## config.mk

```make
export PLATFORM = sky130hd
export DESIGN_NAME = fp_add_ctrl
export DESIGN_NICKNAME = d
export VERILOG_FILES = /design/src/rtl/fp_add_ctrl_pkg.sv /design/src/rtl/fp_add_ctrl_lzc.sv /design/src/rtl/fp_add_ctrl.sv
export SDC_FILE = /design/constraint.sdc
export NUM_CORES = 1
export LEC_CHECK = 0
export ABC_AREA = 1
export CORE_ASPECT_RATIO = 0.8
export CORE_MARGIN = 5
export CORE_UTILIZATION = 56
export DETAILED_ROUTE_END_ITERATION = 16
export GPL_TIMING_DRIVEN = 0
export PLACE_DENSITY = 0.79
export SLEW_MARGIN = 15
export SYNTH_ARGS = -nofsm -noshare
export SYNTH_HDL_FRONTEND = slang
export SYNTH_HIERARCHICAL = 1
export SYNTH_SLANG_ARGS = --single-unit
```

## constraint.sdc

```tcl
create_clock -name clk -period 4.4 [get_ports clk]
set_input_delay 0.88 -clock clk [delete_from_list [all_inputs] [get_ports clk]]
set_output_delay 0.88 -clock clk [all_outputs]
set_load 0.03 [all_outputs]
```

## src/rtl/fp_add_ctrl_pkg.sv

```systemverilog
// Shared definitions for the handshaked single-precision adder sequencer:
// default field widths, canonical quiet NaN, FSM encoding and the bit
// positions of the status flags.
package fp_add_ctrl_pkg;

    localparam int DEF_EXP_WIDTH = 8;
    localparam int DEF_SIG_WIDTH = 23;
    localparam int DEF_BIAS      = 127;

    localparam logic [31:0] CANON_NAN = 32'h7FC0_0000;

    // flags = {invalid, overflow, underflow, inexact}
    localparam int FLG_INVALID   = 3;
    localparam int FLG_OVERFLOW  = 2;
    localparam int FLG_UNDERFLOW = 1;
    localparam int FLG_INEXACT   = 0;

    typedef enum logic [2:0] {
        ST_IDLE  = 3'd0,
        ST_ALIGN = 3'd1,
        ST_ADD   = 3'd2,
        ST_NORM  = 3'd3,
        ST_ROUND = 3'd4,
        ST_DONE  = 3'd5
    } state_t;

endpackage

```

## src/rtl/fp_add_ctrl_lzc.sv

```systemverilog
// fp_lzc: combinational leading-zero counter.
//   i_data  : value to scan (28 bits by default, the raw adder output)
//   o_count : number of zeros above the most significant set bit
//             (equals WIDTH when i_data is zero)
//   o_zero  : i_data is all zeros
module fp_lzc
    import fp_add_ctrl_pkg::*;
#(
    parameter int WIDTH = DEF_SIG_WIDTH + 5,
    parameter int CW    = $clog2(WIDTH + 1)
) (
    input  logic [WIDTH-1:0] i_data,
    output logic [CW-1:0]    o_count,
    output logic             o_zero
);

    // Scanning upward means the last hit is the most significant one.
    always_comb begin
        o_count = CW'(WIDTH);
        for (int i = 0; i < WIDTH; i++) begin
            if (i_data[i]) begin
                o_count = CW'(WIDTH - 1 - i);
            end
        end
        o_zero = ~|i_data;
    end

endmodule

```

## src/rtl/fp_add_ctrl.sv

```systemverilog
// fp_add_ctrl: multi-cycle binary32 adder wrapped in valid/ready handshakes.
//   clk, rst_n            : clock, async active-low reset
//   in_valid/in_ready, a, b, sub : operand pair (sub=1 computes a - b)
//   out_valid/out_ready, result, flags : packed sum and
//                           {invalid, overflow, underflow, inexact}
//
// state | meaning
// IDLE  | ready for operands
// ALIGN | unpack, resolve specials, order by magnitude, align smaller one
// ADD   | 28-bit magnitude add/subtract
// NORM  | carry right-shift or leading-zero left-shift
// ROUND | nearest-even rounding, overflow/underflow
// DONE  | result presented, held until out_ready
module fp_add_ctrl
    import fp_add_ctrl_pkg::*;
#(
    parameter int EXP_WIDTH = DEF_EXP_WIDTH,
    parameter int SIG_WIDTH = DEF_SIG_WIDTH
) (
    input  logic                           clk,
    input  logic                           rst_n,
    input  logic                           in_valid,
    output logic                           in_ready,
    input  logic [EXP_WIDTH+SIG_WIDTH:0]   a,
    input  logic [EXP_WIDTH+SIG_WIDTH:0]   b,
    input  logic                           sub,
    output logic                           out_valid,
    input  logic                           out_ready,
    output logic [EXP_WIDTH+SIG_WIDTH:0]   result,
    output logic [3:0]                     flags
);

    localparam int TW  = EXP_WIDTH + SIG_WIDTH + 1;
    localparam int FW  = SIG_WIDTH + 4;         // {1.f, G, R, S}
    localparam int SW  = SIG_WIDTH + 5;         // FW plus carry
    localparam int EXW = EXP_WIDTH + 2;         // exponent with sign/overflow room
    localparam int CW  = $clog2(SW + 1);
    localparam logic [EXP_WIDTH-1:0] EXP_MAX = '1;

    state_t r_state, w_state_nxt;

    logic [TW-1:0]  r_a, r_b;
    logic           r_sign, r_eff_sub, r_out_valid;
    logic [EXW-1:0] r_exp;
    logic [FW-1:0]  r_sig_a, r_sig_b, r_norm;
    logic [SW-1:0]  r_sum;
    logic [TW-1:0]  r_result;
    logic [3:0]     r_flags;

    // ---------------- ALIGN: unpack and classify ----------------
    logic                 w_sa, w_sb;
    logic [EXP_WIDTH-1:0] w_ea, w_eb;
    logic [SIG_WIDTH-1:0] w_fa, w_fb;
    logic                 w_a_zero, w_b_zero, w_a_nan, w_b_nan, w_a_inf, w_b_inf;
    logic [TW-2:0]        w_mag_a, w_mag_b;

    assign w_sa = r_a[TW-1];
    assign w_sb = r_b[TW-1];
    assign w_ea = r_a[TW-2 -: EXP_WIDTH];
    assign w_eb = r_b[TW-2 -: EXP_WIDTH];
    assign w_fa = r_a[SIG_WIDTH-1:0];
    assign w_fb = r_b[SIG_WIDTH-1:0];

    // Zero exponent covers subnormals too: they flush to signed zero.
    assign w_a_zero = (w_ea == '0);
    assign w_b_zero = (w_eb == '0);
    assign w_a_nan  = (w_ea == EXP_MAX) && (w_fa != '0);
    assign w_b_nan  = (w_eb == EXP_MAX) && (w_fb != '0);
    assign w_a_inf  = (w_ea == EXP_MAX) && (w_fa == '0);
    assign w_b_inf  = (w_eb == EXP_MAX) && (w_fb == '0);
    assign w_mag_a  = w_a_zero ? '0 : r_a[TW-2:0];
    assign w_mag_b  = w_b_zero ? '0 : r_b[TW-2:0];

    logic          w_special;
    logic [TW-1:0] w_spec_result;
    logic [3:0]    w_spec_flags;

    always_comb begin
        w_special     = 1'b1;
        w_spec_result = '0;
        w_spec_flags  = '0;
        if (w_a_nan || w_b_nan || (w_a_inf && w_b_inf && (w_sa != w_sb))) begin
            w_spec_result              = CANON_NAN;
            w_spec_flags[FLG_INVALID]  = 1'b1;
        end else if (w_a_inf) begin
            w_spec_result = {w_sa, EXP_MAX, {SIG_WIDTH{1'b0}}};
        end else if (w_b_inf) begin
            w_spec_result = {w_sb, EXP_MAX, {SIG_WIDTH{1'b0}}};
        end else if (w_a_zero && w_b_zero) begin
            w_spec_result = {w_sa & w_sb, {(TW-1){1'b0}}};
        end else begin
            w_special = 1'b0;
        end
    end

    logic                 w_swap, w_big_sign, w_small_zero;
    logic [EXP_WIDTH-1:0] w_big_exp, w_small_exp, w_exp_diff;
    logic [SIG_WIDTH:0]   w_sig_big, w_sig_small;
    logic [FW-1:0]        w_ext_small, w_shifted, w_lost, w_sig_b_al;

    assign w_swap       = (w_mag_b > w_mag_a);
    assign w_big_sign   = w_swap ? w_sb : w_sa;
    assign w_big_exp    = w_swap ? w_eb : w_ea;
    assign w_small_exp  = w_swap ? w_ea : w_eb;
    assign w_small_zero = w_swap ? w_a_zero : w_b_zero;
    assign w_sig_big    = w_swap ? {~w_b_zero, w_fb} : {~w_a_zero, w_fa};
    assign w_sig_small  = w_small_zero ? '0 : (w_swap ? {1'b1, w_fa} : {1'b1, w_fb});
    assign w_exp_diff   = w_big_exp - w_small_exp;
    assign w_ext_small  = {w_sig_small, 3'b000};

    // Right shift with everything shifted out past S folded into S.
    always_comb begin
        w_shifted  = '0;
        w_lost     = '0;
        w_sig_b_al = '0;
        if (w_exp_diff >= EXP_WIDTH'(FW)) begin
            w_sig_b_al = {{(FW-1){1'b0}}, |w_sig_small};
        end else begin
            w_shifted  = w_ext_small >> w_exp_diff;
            w_lost     = w_ext_small & ((FW'(1) << w_exp_diff) - FW'(1));
            w_sig_b_al = {w_shifted[FW-1:1], w_shifted[0] | (|w_lost)};
        end
    end

    // ---------------- NORM ----------------
    logic [CW-1:0]  w_lz, w_lsh;
    logic           w_lz_zero;
    logic [FW-1:0]  w_norm_field;
    logic [EXW-1:0] w_norm_exp;

    fp_lzc #(.WIDTH(SW), .CW(CW)) u_lzc (
        .i_data  (r_sum),
        .o_count (w_lz),
        .o_zero  (w_lz_zero)
    );

    // The hidden bit belongs at bit FW-1, one below the carry position,
    // so the left shift is one less than the raw leading-zero count.
    assign w_lsh = w_lz - CW'(1);

    always_comb begin
        if (r_sum[SW-1]) begin
            w_norm_field = {r_sum[SW-1:2], r_sum[1] | r_sum[0]};
            w_norm_exp   = r_exp + EXW'(1);
        end else begin
            w_norm_field = r_sum[FW-1:0] << w_lsh;
            w_norm_exp   = r_exp - EXW'(w_lsh);
        end
    end

    // ---------------- ROUND ----------------
    logic                 w_l, w_g, w_r, w_s, w_inc, w_mcarry;
    logic [SIG_WIDTH:0]   w_mant;
    logic [SIG_WIDTH-1:0] w_frac;
    logic [EXW-1:0]       w_rnd_exp;
    logic [TW-1:0]        w_rnd_result;
    logic [3:0]           w_rnd_flags;

    assign w_mant    = r_norm[FW-1:3];
    assign w_l       = r_norm[3];
    assign w_g       = r_norm[2];
    assign w_r       = r_norm[1];
    assign w_s       = r_norm[0];
    assign w_inc     = w_g & (w_r | w_s | w_l);
    // An all-ones mantissa that rounds up wraps the fraction to zero.
    assign w_mcarry  = w_inc & (&w_mant);
    assign w_frac    = w_mant[SIG_WIDTH-1:0] + SIG_WIDTH'(w_inc);
    assign w_rnd_exp = w_mcarry ? r_exp + EXW'(1) : r_exp;

    always_comb begin
        w_rnd_flags              = '0;
        w_rnd_flags[FLG_INEXACT] = w_g | w_r | w_s;
        // Sign bit of the widened exponent marks a negative value.
        if (!w_rnd_exp[EXW-1] && (w_rnd_exp >= EXW'(EXP_MAX))) begin
            w_rnd_result               = {r_sign, EXP_MAX, {SIG_WIDTH{1'b0}}};
            w_rnd_flags[FLG_OVERFLOW]  = 1'b1;
            w_rnd_flags[FLG_INEXACT]   = 1'b1;
        end else if (w_rnd_exp[EXW-1] || (w_rnd_exp == '0)) begin
            w_rnd_result               = {r_sign, {(TW-1){1'b0}}};
            w_rnd_flags[FLG_UNDERFLOW] = 1'b1;
            w_rnd_flags[FLG_INEXACT]   = 1'b1;
        end else begin
            w_rnd_result = {r_sign, w_rnd_exp[EXP_WIDTH-1:0], w_frac};
        end
    end

    // ---------------- FSM ----------------
    always_comb begin
        w_state_nxt = r_state;
        case (r_state)
            ST_IDLE:  if (in_valid) w_state_nxt = ST_ALIGN;
            ST_ALIGN: w_state_nxt = w_special ? ST_DONE : ST_ADD;
            ST_ADD:   w_state_nxt = ST_NORM;
            ST_NORM:  w_state_nxt = w_lz_zero ? ST_DONE : ST_ROUND;
            ST_ROUND: w_state_nxt = ST_DONE;
            ST_DONE:  if (r_out_valid && out_ready) w_state_nxt = ST_IDLE;
            default:  w_state_nxt = ST_IDLE;
        endcase
    end

    always_ff @(posedge clk or negedge rst_n) begin
        if (!rst_n) begin
            r_state <= ST_IDLE;
        end else begin
            r_state <= w_state_nxt;
        end
    end

    // out_valid comes up one cycle after DONE is entered, from a register.
    always_ff @(posedge clk or negedge rst_n) begin
        if (!rst_n) begin
            r_out_valid <= 1'b0;
        end else if (r_state == ST_DONE) begin
            r_out_valid <= !(r_out_valid && out_ready);
        end else begin
            r_out_valid <= 1'b0;
        end
    end

    always_ff @(posedge clk or negedge rst_n) begin
        if (!rst_n) begin
            r_a       <= '0;
            r_b       <= '0;
            r_sign    <= 1'b0;
            r_eff_sub <= 1'b0;
            r_exp     <= '0;
            r_sig_a   <= '0;
            r_sig_b   <= '0;
            r_sum     <= '0;
            r_norm    <= '0;
            r_result  <= '0;
            r_flags   <= '0;
        end else begin
            case (r_state)
                ST_IDLE: begin
                    if (in_valid) begin
                        r_a <= a;
                        r_b <= {b[TW-1] ^ sub, b[TW-2:0]};
                    end
                end
                ST_ALIGN: begin
                    if (w_special) begin
                        r_result <= w_spec_result;
                        r_flags  <= w_spec_flags;
                    end
                    r_sign    <= w_big_sign;
                    r_eff_sub <= w_sa ^ w_sb;
                    r_exp     <= EXW'(w_big_exp);
                    r_sig_a   <= {w_sig_big, 3'b000};
                    r_sig_b   <= w_sig_b_al;
                end
                ST_ADD: begin
                    r_sum <= r_eff_sub ? ({1'b0, r_sig_a} - {1'b0, r_sig_b})
                                       : ({1'b0, r_sig_a} + {1'b0, r_sig_b});
                end
                ST_NORM: begin
                    if (w_lz_zero) begin
                        r_result <= '0;
                        r_flags  <= '0;
                    end
                    r_norm <= w_norm_field;
                    r_exp  <= w_norm_exp;
                end
                ST_ROUND: begin
                    r_result <= w_rnd_result;
                    r_flags  <= w_rnd_flags;
                end
                default: ;
            endcase
        end
    end

    assign in_ready  = (r_state == ST_IDLE);
    assign out_valid = r_out_valid;
    assign result    = r_result;
    assign flags     = r_flags;

endmodule
```

Word level (Yosys, flattened, before mapping)
Cells that the tools add are included.
{"block": "word_totals", "latch_bits": 0, "ram_bits": 0, "rom_bits": 0, "word_cells": 154, "input_bits": 69, "output_inout_bits": 38, "n_memories": 0, "ff_bits": 222}
{"block": "classes", "order_cmp": 3, "reduce_logical": 31, "n_mul": 0, "addsub": 8, "muxes": 70, "shift": 3, "n_div": 0, "bitwise": 14, "eq_ne": 12}
{"operator": "$mux W32", "count": 6}
{"operator": "$mux W31", "count": 4}
{"operator": "$pmux W32 S3", "count": 1}
{"operator": "$mux W5", "count": 16}
{"operator": "$mux W27", "count": 2}
{"operator": "$mux W24", "count": 2}
{"operator": "$logic_not A23 Y1", "count": 2}
{"operator": "$reduce_bool A23 Y1", "count": 2}
{"operator": "$mux W4", "count": 10}
{"operator": "$gt A31 B31 Y1", "count": 1}
{"operator": "$add A27 B27 Y28", "count": 1}
{"operator": "$mux W28", "count": 1}
{"operator": "$reduce_or A28 Y1", "count": 1}
{"operator": "$sub A27 B27 Y28", "count": 1}
{"operator": "$and A27 B27 Y27", "count": 1}
{"operator": "$reduce_or A27 Y1", "count": 1}
{"operator": "$shl A1 B8 Y27 const A", "count": 1}
{"operator": "$shl A27 B5 Y27", "count": 1}
{"operator": "$shr A27 B8 Y27", "count": 1}
{"operator": "$sub A27 B1 Y27 const B", "count": 1}
{"operator": "$reduce_and A24 Y1", "count": 1}
{"operator": "$reduce_or A24 Y1", "count": 1}
{"operator": "$add A23 B1 Y23", "count": 1}
{"operator": "$mux W23", "count": 1}
{"operator": "34 further kinds", "count": 81}

Depth between registers and ports, before layout
{"block": "logic_depth", "ltp_word": 32, "depth_mapped": 47, "ltp_nobuf": 45}

Cells and area by module
The synthesis kept the hierarchy.
{"mod": "fp_add_ctrl", "seq_area_each_um2": 5555.3, "n_inst": 1, "area_each_um2": 17339.1, "cells_per_inst": 2560}
{"mod": "fp_lzc", "seq_area_each_um2": 0.0, "n_inst": 1, "area_each_um2": 401.6, "cells_per_inst": 91}

Worst setup path after synthesis
No wires, ideal clock.
{"block": "synth_timing", "path_kind": "register -> register", "start": "register r_sum[1]", "end": "register r_exp[9]", "setup_slack_ps": -273, "path_stages_with_launch": 48, "arrival_time_ps": 4543, "path_buffers": 2, "period_less_slack_ps": 4673, "setup_ps": 130, "t_required_ps": 4270, "cell_sequence": "dfrtp_1 > inv_1 > nand2_1 > nand2_1 > nand2_1 > nand2_1 > nand2_1 > nand2_1 > nand2_1 > nand2_1 > nand2_1 > nand2_1 > nand2_1 > nand2_1 > nand2_1 > nand2_1 > nand2_1 > nand2_1 > [12 not listed] > ha_1 > xnor2_1 > clkbuf_1 > ha_1 > nand2_1 > nor2_1 > a211oi_1 > nor2_1 > o21ai_0 > inv_1 > nor2_1 > inv_1 > nor3_1 > nand2_1 > inv_1 > nand3_1 > a21oi_1 > o22ai_1"}
{"block": "synth_via", "elab_chain_len": 31}
{"element": "from (decl)", "line_no": "fp_add_ctrl.sv:46", "text": "logic [SW-1:0] r_sum;"}
{"element": "from (signal assigned)", "line_no": "fp_add_ctrl.sv:253", "text": "r_sum <= r_eff_sub ? ({1'b0, r_sig_a} - {1'b0, r_sig_b})"}
{"element": "$mux W3 (3 in a row)", "line_no": "fp_add_ctrl_lzc.sv:21", "text": "if (i_data[i]) begin"}
{"element": "$mux W4 (8 in a row)", "line_no": "fp_add_ctrl_lzc.sv:21"}
{"element": "$mux W5 (16 in a row)", "line_no": "fp_add_ctrl_lzc.sv:21"}
{"element": "via w_lz[0]", "line_no": "fp_add_ctrl.sv:126", "text": "logic [CW-1:0] w_lz, w_lsh;"}
{"element": "$sub A5 B1 Y5", "line_no": "fp_add_ctrl.sv:139", "text": "assign w_lsh = w_lz - CW'(1);"}
{"element": "$sub A10 B5 Y10", "line_no": "fp_add_ctrl.sv:147", "text": "w_norm_exp = r_exp - EXW'(w_lsh);"}
{"element": "$mux W10", "line_no": "fp_add_ctrl.sv:142", "text": "if (r_sum[SW-1]) begin"}
{"element": "$pmux W10 S2", "line_no": "fp_add_ctrl.sv:234", "text": "case (r_state)"}
{"element": "to (signal assigned)", "line_no": "fp_add_ctrl.sv:248", "text": "r_exp <= EXW'(w_big_exp);"}
{"element": "to (signal assigned)", "line_no": "fp_add_ctrl.sv:262", "text": "r_exp <= w_norm_exp;"}
{"element": "to (decl)", "line_no": "fp_add_ctrl.sv:44", "text": "logic [EXW-1:0] r_exp;"}
The timed path passes the listed nets, and every way through them passes these cells.
A chain may end at the register's enable or synchronous reset.

Worst setup path in the final report
{"block": "layout_timing", "start": "register r_a[30]", "end": "register r_sig_b[0]"}
{"block": "layout_via", "elab_chain_len": 11, "word_cells_on_any_way": 18, "cone_classes": "2 x add/sub; 2 x order compare; 2 x shift; 7 x mux; 2 x bitwise; 3 x reduce/logical"}
{"element": "from (decl)", "line_no": "fp_add_ctrl.sv:42", "text": "logic [TW-1:0] r_a, r_b;"}
{"element": "from (signal assigned)", "line_no": "fp_add_ctrl.sv:222", "text": "r_a <= '0;"}
{"element": "from (signal assigned)", "line_no": "fp_add_ctrl.sv:237", "text": "r_a <= a;"}
{"element": "$logic_not A8 Y1", "line_no": "fp_add_ctrl.sv:65", "text": "assign w_a_zero = (w_ea == '0);"}
{"element": "$mux W31", "line_no": "fp_add_ctrl.sv:71", "text": "assign w_mag_a = w_a_zero ? '0 : r_a[TW-2:0];"}
{"element": "$gt A31 B31 Y1", "line_no": "fp_add_ctrl.sv:101", "text": "assign w_swap = (w_mag_b > w_mag_a);"}
{"element": "$mux W8, on equally long branches", "line_no": "fp_add_ctrl.sv:103, fp_add_ctrl.sv:104"}
{"element": "$sub A8 B8 Y8", "line_no": "fp_add_ctrl.sv:108", "text": "assign w_exp_diff = w_big_exp - w_small_exp;"}
{"element": "$shl A1 B8 Y27", "line_no": "fp_add_ctrl.sv:120", "text": "w_lost = w_ext_small & ((FW'(1) << w_exp_diff) - FW'(1));"}
{"element": "$sub A27 B1 Y27", "line_no": "fp_add_ctrl.sv:120"}
{"element": "$and A27 B27 Y27", "line_no": "fp_add_ctrl.sv:120"}
{"element": "$reduce_or A27 Y1", "line_no": "fp_add_ctrl.sv:121", "text": "w_sig_b_al = {w_shifted[FW-1:1], w_shifted[0] | (|w_lost)};"}
{"element": "$or A1 B1 Y1", "line_no": "fp_add_ctrl.sv:121"}
{"element": "$mux W27 (*)", "line_no": "fp_add_ctrl.sv:116", "text": "if (w_exp_diff >= EXP_WIDTH'(FW)) begin"}
{"element": "to (signal assigned)", "line_no": "fp_add_ctrl.sv:250", "text": "r_sig_b <= w_sig_b_al;"}
{"element": "to (decl)", "line_no": "fp_add_ctrl.sv:45", "text": "logic [FW-1:0] r_sig_a, r_sig_b, r_norm;"}
Mark *: on every way between the ends. The rest lies on a longest branch, timed or not.

==> results by stage <==
Status:
- The flow ran to the end, but the final reports show violations.
- The final reports fail on setup timing.

Routing:
- In this run the remaining antenna-violating nets after routing total 0.
- The pre-antenna-repair detailed-routing pass consisted of 10 iterations.
- The vias per cell is 6.27.
- For this block, the via count after detailed routing is 20900.
- The total length of routed wires is 72.5 mm.
- The detail-routed net length per standard cell is 21.7 µm.
- The number of remaining DRC errors is 0.
- After the first detailed-routing iteration, the DRC count stood at 3208.

Clock tree:
- The number of hold buffers added after CTS was 0.
- The TritonCTS clock tree is done.
- The worst-case clock buffer depth is 3.
- For this design, the sink count on the clock tree is 222.
- The tree is rooted in a clkbuf_16.
- CTS built an H-tree with a depth of 1.
- In this run, CTS created clock tree buffers numbering 25.
- Clock-pin slew was measured on the worst setup and hold paths at 0.07 ns.
- The source-to-sink clock delay at the later pin of the worst-skew pair is 0.56 ns.

Logic synthesis:
- Synthesis produced a netlist with a net count of 2812.
- Sorting the synthesized cells by area gives the leading types as dfrtp_1, nand2_1, o21ai_0.
- The area share of the leading cell type in the synthesized netlist is 0.313.
- The top flip-flop cell by instance count after synthesis is dfrtp_1.
- The synthesized design contains 222 register bits.
- Summed over all instances, the cell type with the most area after synthesis is dfrtp_1.
- The async set-or-reset flop fraction in the synthesized netlist is 1.00.
- For this run, the number of Yosys warnings is 6.
- The synthesized cell area is 17700 µm².
- The cell count after synthesis came out at 2651.
- The share of synthesized area occupied by flip-flops and latches is 0.313.
- In this run, synthesis inferred 0 flip-flops with an integrated enable.
- After synthesis, the netlist uses 70 different library cells.
- The mean post-synth cell area is 6.69 µm².

Worst setup path:
- The startpoint-to-endpoint class of the critical path is reg -> reg.
- STA classifies the critical path endpoint as a flip-flop.
- For the worst flop-to-flop path, the logic depth is 37.
- The capture point of the worst reg-to-reg path is r_sig_b[0]$_DFFE_PN0N_.
- STA puts the critical path data arrival time at 5.68 ns.
- In this run the worst path has a maximum fanout of 10.
- The source of the critical timing path is r_a[30]$_DFFE_PN0P_.
- The startpoint of the worst-slack reg-to-reg timing path is r_a[30]$_DFFE_PN0P_.
- The cell with the largest stage delay on the worst path is dfrtp_1.
- The critical path required time is 4.85 ns.
- The setup slack of the most critical reg-to-reg path is -0.83 ns.
- The worst setup path is launched from a flip-flop.
- The highest cell delay on the worst timing path is 0.40 ns.
- The capturing element of the worst setup path is r_sig_b[0]$_DFFE_PN0N_.

Flow run:
- The tool flagged a number of max-cap violations equal to 0.

Placement:
- During placement, the flow inserted port buffers numbering 106.
- The final RePlAce weighted congestion is 1.05.
- The total half-perimeter wirelength after legalization and detailed placement is 53.2 mm.

Floorplanning:
- The total area inside the core boundary comes to 31400 µm².
- The effective utilization at floorplan is 0.566.
- The die covers 35400 µm².
- The floorplan die height is 169 µm.
- The number of I/O pins is 107.
- Measured along the x axis, the die boundary spans 209 µm.
- The site row count is 58.

STA:
- The final number of max-transition violations was 0.
- Setup repair after global routing could not meet its margin everywhere.
- The clock skew after layout is 0.0277 ns.
- At the pin with the least slew margin, the transition time is 0.992 ns.
- Dividing the final minimum period by the clock period gives 1.19.
- The worst hold slack is 0.126 ns.
- The routed design could run at a clock period as short as 5.23 ns.
- Timing would allow up to 0.191 GHz.
- Across all setup checks in the final design, the least slack found is -0.825 ns.
- The post-route setup TNS is -18.09 ns.
- Setup violations remaining at the end of the flow were counted as 31.
- Measured against its own limit, the worst slew margin works out to 0.332.
- The final hold violation count was 0.

Finish:
- The most common library cell in the layout ignoring fill and taps is nand2_1.
- Of the cells placed in the final design, the portion with a size suffix greater than 1 is 0.169.
- The top cell types in the final layout, fill and taps aside, are nand2_1, o21ai_0, inv_1.
- The number of diodes is 0.
- The net count of the finished layout is 3064.
- Compared with the post-synthesis result, the final layout area differs by 27.7%.

Global route:
- Global routing finished with a remaining overflow of 0.
- The number of global-route vias before repair is 19200.
- For this run, the total global-route usage over all layers was measured as 0.380.
- The first-pass GRT wire length is 108 mm.
- The largest net degree at the start of global routing is 110.
- The number of antenna violations at the first check in global routing was 0.

Min path:
- The classification of the worst-slack hold path is in -> async.
-- kinds of logic after synthesis --
| group | after synthesis | share of synthesized area |
|---|---|---|
| flip-flops | 222 | 0.313 |
| AO/OA/AOI/OAI | 641 | 0.203 |
| AND/OR/NAND/NOR | 1171 | 0.278 |
| multiplexers | 22 | 0.0124 |
| adder cells (fa/ha/maj) | 92 | 0.0657 |
| XOR/XNOR | 54 | 0.0288 |
| buffers and inverters | 449 | 0.0983 |
-- critical path, delay by kind of cell (launching register included) --
| family | cells | cell delay [ns] |
|---|---|---|
| and+or+nand+nor | 31 | 3.76 |
| buffers and inverters | 5 | 0.73 |
| DFF | 1 | 0.40 |
| adders and majority gates | 1 | 0.16 |
-- synth_stat cells, types with 5 or more instances --
cell type,count
a211oi_1,7
a21oi_1,120
a22oi_1,21
a31oi_1,17
clkbuf_1,109
dfrtp_1,222
ha_1,90
inv_1,310
inv_2,14
mux2i_1,22
nand2_1,678
nand2_2,9
nand2_4,6
nand3_1,89
nand3_2,7
nand3b_1,5
nand4_1,36
nor2_1,274
nor2_2,5
nor3_1,25
nor4_1,17
o211ai_1,21
o21ai_0,344
o21ai_1,16
o21bai_1,13
o22ai_1,28
o31ai_1,8
xnor2_1,6
xor2_1,46
-- metal layers --
layer  GRT usage  wire [µm]
met1       0.554      29500
met2       0.538      29000
met3       0.141      10900
met4      0.0922       3030
met5           0          0
-- registers in the layout, summed over array words and instances, names as in the netlist --
signal and cells:
r_sig_b 27, r_b 32, r_exp 10, r_eff_sub 1
result 32, r_sum 28, r_sign 1, r_a 32
r_norm 27, out_valid 1, r_sig_a 24, r_state 3
flags 4
-- worst min path at each step --
stage                                start                      to  slack, ns  cells past startpoint
finish                               rst_n     r_b[26]$_DFFE_PN0P_       0.13                      1
global route                         rst_n     r_b[26]$_DFFE_PN0P_       0.12                      1
CTS                                  rst_n     r_b[26]$_DFFE_PN0P_       0.13                      1
detailed placement  result[17]$_DFFE_PN0P_  result[17]$_DFFE_PN0P_       0.47                      2
global placement      flags[3]$_DFFE_PN0P_    flags[3]$_DFFE_PN0P_       0.47                      2
floorplan            r_norm[1]$_DFFE_PN0P_   r_norm[1]$_DFFE_PN0P_       0.45                      2
-- cell type report --
type,count,area (µm²)
Timing Repair inverter,1,5.00
Tap cell,420,526
Sequential cell,222,5560
Clock inverter,8,50.0
Fill cell,2448,8690
Inverter,329,1290
Multi-Input combinational cell,1980,11700
Buffer,118,669
Timing Repair Buffer,226,2170
Clock buffer,35,723
-- per-stage QoR --
stage	cell area (µm²)	utilization	setup slack [ns]	instances
6_report	22700	0.723	-0.825	3339
5_1_grt	22700	0.723	-1.03	3339
4_1_cts	21600	0.688	-0.420	3301
3_5_place_dp	19400	0.619	-1.66	3179
3_3_place_gp	19400	0.617	-6.57	3177
2_1_floorplan	17800	-	0.00438	2651
-- what timing repair did --
item | CTS | global route
gates resized for setup | 225 | 219
gates cloned | 1 | 5
pin swaps | 65 | 100
setup buffers | 79 | 34
endpoints found under the setup margin | 87 | 89
Power is not shown: default switching activity piles up to over one toggle a cycle in this logic, so the estimate is an artifact.
